File: src/rtl/ltl_report_collector.sv
// Report collector for the LTL automata: tags non-zero report vectors with a symbol-index
// timestamp, buffers them in a FIFO, and counts overflow drops. Optional macro: LTL_REPORT_DEDUP_EN.
module ltl_report_collector #(
  parameter int NUM_REPORTS = 4,
  parameter int DEPTH       = 8,
  parameter int TS_W        = 32,
  parameter int DROP_W      = 16
) (
  input  logic                     clk,
  input  logic                     reset_n,
  input  logic                     run,
  input  logic [7:0]               symbols,
  input  logic [NUM_REPORTS-1:0]   report_vec,
  input  logic                     clear_ovf,
  output logic                     out_valid,
  input  logic                     out_ready,
  output logic [TS_W-1:0]          out_ts,
  output logic [NUM_REPORTS-1:0]   out_report,
  output logic [7:0]               out_symbol,
  output logic [$clog2(DEPTH):0]   fifo_level,
  output logic                     overflow,
  output logic [DROP_W-1:0]        drop_cnt
);

  localparam int AW = $clog2(DEPTH);
  localparam int LW = AW + 1;

  function automatic logic [DROP_W-1:0] sat_inc(input logic [DROP_W-1:0] v);
    return (&v) ? v : v + DROP_W'(1);
  endfunction

  logic [TS_W-1:0]        ts_cnt;
  logic [AW-1:0]          wr_ptr;
  logic [AW-1:0]          rd_ptr;
  logic [TS_W-1:0]        ts_mem  [DEPTH];
  logic [NUM_REPORTS-1:0] rep_mem [DEPTH];
  logic [7:0]             sym_mem [DEPTH];

  logic cand_p0;
  logic full;
  logic pop;
  logic push;
  logic drop;

  // Capture stage: decide whether this cycle's report vector becomes an entry
`ifdef LTL_REPORT_DEDUP_EN
  logic [NUM_REPORTS-1:0] last_vec;

  always_ff @(posedge clk) begin
    if (!reset_n)
      last_vec <= '0;
    else if (run)
      last_vec <= report_vec;
  end

  assign cand_p0 = run && (|report_vec) && (report_vec != last_vec);
`else
  assign cand_p0 = run && (|report_vec);
`endif

  assign full      = (fifo_level == LW'(DEPTH));
  assign out_valid = (fifo_level != '0);
  assign pop       = out_valid && out_ready;
  assign push      = cand_p0 && (!full || pop);
  assign drop      = cand_p0 && full && !pop;

  always_ff @(posedge clk) begin
    if (!reset_n) begin
      ts_cnt     <= '0;
      wr_ptr     <= '0;
      rd_ptr     <= '0;
      fifo_level <= '0;
    end else begin
      if (run)
        ts_cnt <= ts_cnt + TS_W'(1);
      if (push)
        wr_ptr <= wr_ptr + AW'(1);
      if (pop)
        rd_ptr <= rd_ptr + AW'(1);
      case ({push, pop})
        2'b10:   fifo_level <= fifo_level + LW'(1);
        2'b01:   fifo_level <= fifo_level - LW'(1);
        default: fifo_level <= fifo_level;
      endcase
    end
  end

  // Overflow bookkeeping; a drop coinciding with clear wins as the first new drop
  always_ff @(posedge clk) begin
    if (!reset_n) begin
      overflow <= 1'b0;
      drop_cnt <= '0;
    end else if (clear_ovf) begin
      overflow <= drop;
      drop_cnt <= drop ? DROP_W'(1) : '0;
    end else if (drop) begin
      overflow <= 1'b1;
      drop_cnt <= sat_inc(drop_cnt);
    end
  end

  // Storage stage: entry payload is data only and carries no reset
  always_ff @(posedge clk) begin
    if (push) begin
      ts_mem[wr_ptr]  <= ts_cnt;
      rep_mem[wr_ptr] <= report_vec;
      sym_mem[wr_ptr] <= symbols;
    end
  end

  assign out_ts     = out_valid ? ts_mem[rd_ptr]  : '0;
  assign out_report = out_valid ? rep_mem[rd_ptr] : '0;
  assign out_symbol = out_valid ? sym_mem[rd_ptr] : '0;

endmodule
File: config.mk
export PLATFORM = sky130hd
export DESIGN_NAME = ltl_report_collector
export DESIGN_NICKNAME = d
export VERILOG_FILES = /design/src/rtl/ltl_report_collector.sv
export SDC_FILE = /design/constraint.sdc
export NUM_CORES = 1
export LEC_CHECK = 0
export ABC_AREA = 1
export CAP_MARGIN = 20
export CORE_ASPECT_RATIO = 1.2
export CORE_UTILIZATION = 50
export DETAILED_ROUTE_END_ITERATION = 8
export PLACE_DENSITY_LB_ADDON = 0.25
export RECOVER_POWER = 100
export SYNTH_ARGS = -nofsm -noshare
export SYNTH_HDL_FRONTEND = slang
export SYNTH_SLANG_ARGS = --single-unit
File: constraint.sdc
create_clock -name clk -period 11.04 [get_ports clk]
set_input_delay 3.312 -clock clk [delete_from_list [all_inputs] [get_ports clk]]
set_output_delay 3.312 -clock clk [all_outputs]
set_load 0.05 [all_outputs]
==> results of run 1 <==
==> cell type report <==
class	count	area share (%)
clock buffers	57	5.80
repair buffers	97	4.59
multi-input cells	972	23.7
well taps	450	2.90
clock inverters	18	0.978
inverters	64	1.25
flip-flops and latches	414	60.8
==> through the flow <==
stage | total power, mW | worst slack [ns] | util, % | hold slack, ns
3_5_place_dp | 2.67 | 3.93 | 54.6 | 0.457
6_report | 3.97 | 2.03 | 58.3 | 0.460
4_1_cts | 4.03 | 3.35 | 58.6 | 0.463
2_1_floorplan | 2.40 | 4.83 | - | 0.433
3_3_place_gp | 2.65 | 3.98 | 54.6 | 0.446
5_1_grt | 4.13 | 1.70 | 58.3 | 0.490
==> layout by cell type (no fill, tap or decap), types with 2 or more instances in the layout <==
cell type and instances:
nor3_2 2, inv_1 57, nand2_2 3, clkbuf_1 24, inv_6 2, nor2_4 11, nand2_1 131, ha_1 5
o21ai_0 200, o21ai_1 44, a31oi_1 44, clkinv_1 7, nand3b_1 3, nor3b_1 2, xor2_1 8, nand4_1 13
clkdlybuf4s50_1 6, nor3_1 15, clkbuf_16 43, inv_2 5, clkinv_2 6, edfxtp_1 352, o21a_1 4, nor2_2 3
dlygate4sd3_1 76, a21oi_1 42, bufinv_16 4, buf_4 4, dfxtp_1 60, nand3_1 35, nor2_1 354, and3_1 2
o22ai_1 44, o21bai_1 2
==> sequential cells by signal (all words and copies together), names as in the netlist, named ones only <==
register	count
drop_cnt	16
fifo_level	4
overflow	1
rd_ptr	3
rep_mem	32
sym_mem	64
ts_cnt	32
ts_mem	256
wr_ptr	3
==> report_power, final <==
group / switching [mW] / total [mW] / internal, mW / leakage [nW]
Sequential: 0.0394 / 1.76 / 1.72 / 3.86
Clock: 0.556 / 1.37 / 0.809 / 0.645
Combinational: 0.603 / 0.840 / 0.236 / 2.11
Total: 1.20 / 3.97 / 2.77 / 6.62
==> routing by layer <==
metal | share of wire [%] | vias to the layer above | track usage [%] | wire, um
met5 | 0.027 | - | 0 | 10
met4 | 2.0 | 2 | 7.05 | 766
met3 | 5.4 | 59 | 3.21 | 2030
met2 | 51 | 355 | 38.6 | 19100
met1 | 42 | 5531 | 28.2 | 15600
li1 | - | 5555 | - | -
==> kinds of logic (layout without fill, tap and decap cells) <==
logic type                 after synthesis  in the layout  synth area share, %
and+or+nand+nor                        576            576                 14.1
DFF                                    414            414                 69.4
AOI/OAI and AO/OA                      383            383                 12.1
buffers and inverters                  144            236                 3.63
xor gates and xnor gates                 8              8                0.412
adders and majority gates                5              5                0.367
==> critical path: cells and delay by family, from the launching register on <==
family,cells,cell delay [ns]
compound gates,4,0.94
buf+inv,3,3.68
flops,1,0.45
==> worst paths after layout <==
path / slack [ns] / to / cells after the start / startpoint
worst max-delay path: 2.03 / out_ts[16] / 7 / register
worst min register to register: 0.46 / register / 2 / rd_ptr[2]
worst max register to register: 6.40 / ts_mem[2][16] / 7 / fifo_level[2]
worst min-delay path: 0.46 / register / 2 / rd_ptr[2]
==> results.md, run 1 <==
* Syn Area/Cell at 11.1 um2
* Post-synth top cells: nor2_1 (356), edfxtp_1 (352), o21ai_0 (198)
* Die ar. at 34,800 um2
* CP peak stage delay at 1.40 ns
* Sink Count at 414
* Critical Path AT at 5.70 ns
* Number of DRC markers in iteration 0 at 1,026
* Root buf cell: clkbuf_16
* IO Pins at 83
* Antenna diodes at 0
* Post-synth top area cell: edfxtp_1
* CTS max path bufs at 3
* CTS H-tree lvls at 2
* Area of the multi-input gates at 4610 um2
* Peak supply drop at 0.0946 mV
* Cell variety after synth at 37
* Final hold violation count at 0
* Initial antenna violation count at 1
* Placed Cells at around 2,000
* Synth top area cells: edfxtp_1 (62%), nor2_1 (7.8%), dfxtp_1 (7.3%)
* Gr usage total at 22.1%
* Fill count at 2,710
* Initial Util at 51.1%
* Layout cells sized above 1 at 5.55%
* CTS tree: yes
* Synth async-reset ratio at 0%
* Post-CTS Hold Fix Bufs at 0
* Max Clk Rate at 111 MHz
* Slowest-stage cell, CP: clkbuf_1
* Avg Vias per Cell at 5.55
* Row cnt at 73
* DR pass1 iterations at 5
* Antenna-violating nets left at 0
* Area growth from synthesis to layout at 14.2%
* CP endpoint kind: output port
* Failing checks: max-capacitance violations, max-slew violations
* Leakage at 6.62 nW
* Final Non-Filler Cells at 2,072
* Post-Route WL at 37.4 mm
* Maxcap violations at 11
* Synthesized flop and latch total at 414
* Worst Setup Path Type: register to output port
* Crit-path cells: inv_1 -> clkbuf_1 -> o21ai_0 -> o22ai_1 -> o21ai_1 -> a31oi_1 -> dlygate4sd3_1
* Syn nets at between 1,500 and 2,000
* Worst hold path class: register to register
* RSZ-0062 raised after global routing: no
* Vias at 11,500
* Nets at 1,612
* Die height at 204 um
* TNS Setup at 0 ns
* Remaining global-route overflow at 0
* Num CTS Buffers at 41
* Synth Instances at 1,530
* CORE AREA at 33,300 um2
* Status: complete, but fails checks
* Clock transition at the registers of the reported paths at 0.06 ns
* Final Instance Area at 19,400 um2
* CP startpoint kind: register
* Post-synth EDFFs at 352
* Reg area at 11,800 um2
* Routed len/inst at 18.1 um
* Yosys warns at 0
* Vias in the first global route at 11,200
* Main synth FF type: edfxtp_1
* IO buf count at 82
* Routability cong. at 0.861
* Relative slew slack at -128%
* Post_cts resized at 0
* Sequential element share of the synthesized area at between 60% and 70%
* Final period util at 81.6%
* CP required at 7.73 ns
* Clock skew at roughly 0.017 ns
* Worst slew pin tran at around 3.4 ns
* Most frequent cell after synthesis: nor2_1
* Clock Latency Late Sink at 0.54 ns
* Synthesized area at 17,000 um2
* Post-CTS Setup Bufs at 0
* Power Density at 204 nW/um2
* Die width at 170 um
* Dpl cell area at 18,200 um2
* Yosys top cell area share at 62.1%
* Setup-failing EPs final at 0
* Fin crit period at 9.01 ns
* Final Max Slew Viols at 540
* First-pass GRT wire length at between 50 and 60 mm
* Residual DRC at 0
* Post-DP HPWL at between 15 and 20 mm
* Largest net degree at the start of global routing at 109
* CP max FO at 53
(Power assumes the default switching activity.)
==> inputs of run 2 (changes only) <==
- clock period: 11.04 -> 8.3 ns (I/O delays scaled with it)
==> run 2 against run 1 <==
  * The flow still finishes with violations (max-capacitance violations, max-slew violations)
  * Combinational power rose by 36%
  * Sequential cell count stayed put
  * Via count grew 1.2%
  * Largest power group unchanged
  * Critical path depth stayed put
  * Sequential share of layout area up 0.14 points
  * Cell count is essentially flat
  * Critical path type unchanged
  * Register-to-register slack lost 2.3 ns
  * First-iteration DRC count increased by 1.7%
  * Worst setup slack lost 0.73 ns
==> results.md, run 2 (synthesized netlist as in run 1, its figures left out) <==
* Dpl cell area at 18,300 um2
* Largest register by flop count: ts_mem
* Worst Setup Path Type: register to output port
* CTS H-tree lvls at 2
* DR pass1 iterations at 5
* Die ar. at 34,800 um2
* Clock Latency Late Sink at 0.53 ns
* Worst hold path class: register to register
* Final setup margin at 1.30 ns
* Num CTS Buffers at 39
* Clock transition at the registers of the reported paths at 0.06 ns
* Gr usage total at 22.3%
* Sequential power share at a little under half
* CP endpoint kind: output port
* Fin crit period at 7.00 ns
* Switch share at 30.7%
* Setup-failing EPs final at 0
* Critical Path AT at 4.51 ns
* Final Max Slew Viols at 205
* Net Sw Power at about 1.6 mW
* Area growth from synthesis to layout at 13.9%
* Post-CTS Hold Fix Bufs at 0
* CTS tree: yes
* CORE AREA at 33,300 um2
* P_int at 3.57 mW
* RSZ-0062 raised after global routing: no
* Most frequent cells in the layout: nor2_1 (358), edfxtp_1 (352), o21ai_0 (200)
* Post-Route WL at 38.0 mm
* CP startpoint kind: register
* Clock skew at 0.0101 ns
* IO Pins at 83
* CP required at 5.81 ns
* Final period util at 84.4%
* Hold wc startpoint: rd_ptr[2]
* Residual DRC at 0
* Reg area at 11,800 um2
* Failing checks: max-capacitance violations, max-slew violations
* Status: complete, but fails checks
* Commonest non-fill, non-tap cell in the layout: nor2_1
* Routability cong. at 0.868
* Antenna diodes at 0
* Sink Count at 414
* First-pass GRT wire length at 59.5 mm
* TNS Setup at 0 ns
* Root buf cell: clkbuf_16
* DP Worst Slack at 2.28 ns
* Post_cts resized at 0
* Leakage at between 6 and 7 nW
* Initial Util at roughly half
* Avg Vias per Cell at about 5.6
* Power Density at roughly 270 nW/um2
* Worst slew pin tran at a little under 3 ns
* Row cnt at 73
* Routed len/inst at 18.3 um
* Initial antenna violation count at 1
* Relative slew slack at -94.9%
* Max reg flops at 256
* Largest net degree at the start of global routing at 89
* Fill count at about 2,700
* Reg2reg setup slack at between 4 and 5 ns
* Antenna-violating nets left at 0
* Nets at 1,617
* Number of DRC markers in iteration 0 at 1,043
* Die height at a little over 200 um
* Area of the multi-input gates at between 4000 and 5000 um2
* Remaining global-route overflow at 0
* Maxcap violations at 8
* CTS max path bufs at 3
* Comb pwr share at 22.2%
* Max Clk Rate at 143 MHz
* Worst r2r src: fifo_level[2]
* Final core occ at roughly three fifths
* Post-CTS Setup Bufs at 0
* Vias at 11,600
* Final Non-Filler Cells at slightly above 2,000
* Final Instance Area at 19,400 um2
* CP max FO at 88
* Peak supply drop at 0.168 mV
* Post-DP HPWL at 21.4 mm
* Die width at 170 um
* Clock group share of total power at 32.7%
* Vias in the first global route at 11,100
* Largest regs: ts_mem x256, sym_mem x64
* Layout cells sized above 1 at 6.16%
* IO buf count at a little over 80
* Final hold violation count at 0
* Placed Cells at 2,000
-- run 2: cell count changes in the layout (fill, tap and decap cells not counted), moves of 3 or more --
cell       delta
nor2_1        +4
nor2_4        -6
bufinv_16     -3
clkinv_1      -5
buf_4        +10
-- run 2: layer usage --
metal	GRT usage, %	up-vias	wire length, um
li1	-	5566	-
met1	28.7	5650	16300
met2	39.0	356	18900
met3	2.85	67	1830
met4	6.98	2	911
met5	0	-	10
-- run 2: final cells by class --
cell class | count | area share (%)
timing repair buffer | 104 | 5.13
sequential | 414 | 60.9
tap | 450 | 2.90
multi-input combinational | 972 | 23.6
clock buffer | 59 | 5.74
clock inverter | 11 | 0.432
inverter | 64 | 1.24
-- run 2: power groups by stage --
stage	combinational (mW)	sequential [mW]	clock [mW]
6_report	1.14	2.32	1.69
3_3_place_gp	1.17	2.37	0
2_1_floorplan	0.821	2.37	0
5_1_grt	1.24	2.33	1.78
3_5_place_dp	1.18	2.37	0
4_1_cts	1.19	2.32	1.71
-- run 2: path summary, 6_finish.rpt --
check | endpoint | cells past startpoint
worst max register to register | ts_mem[1][10] | 8
worst min register to register | rd_ptr[2] | 2
worst max-delay path | out_ts[16] | 7
worst min-delay path | rd_ptr[2] | 2
-- run 2: through the flow --
step,power [mW],hold slack [ns]
final,5.16,0.464
after global routing,5.35,0.493
after CTS,5.22,0.466
after detailed placement,3.55,0.453
after global placement,3.53,0.456
after floorplan,3.19,0.433
-- run 2: critical path: stages (launching register included) --
cell and delay, ns:
dfxtp_4 0.60, clkinvlp_2 1.29, buf_16 0.65, o21ai_0 0.23, o22ai_1 0.10, o21ai_1 0.14, a31oi_1 0.11, clkdlybuf4s50_1 0.77
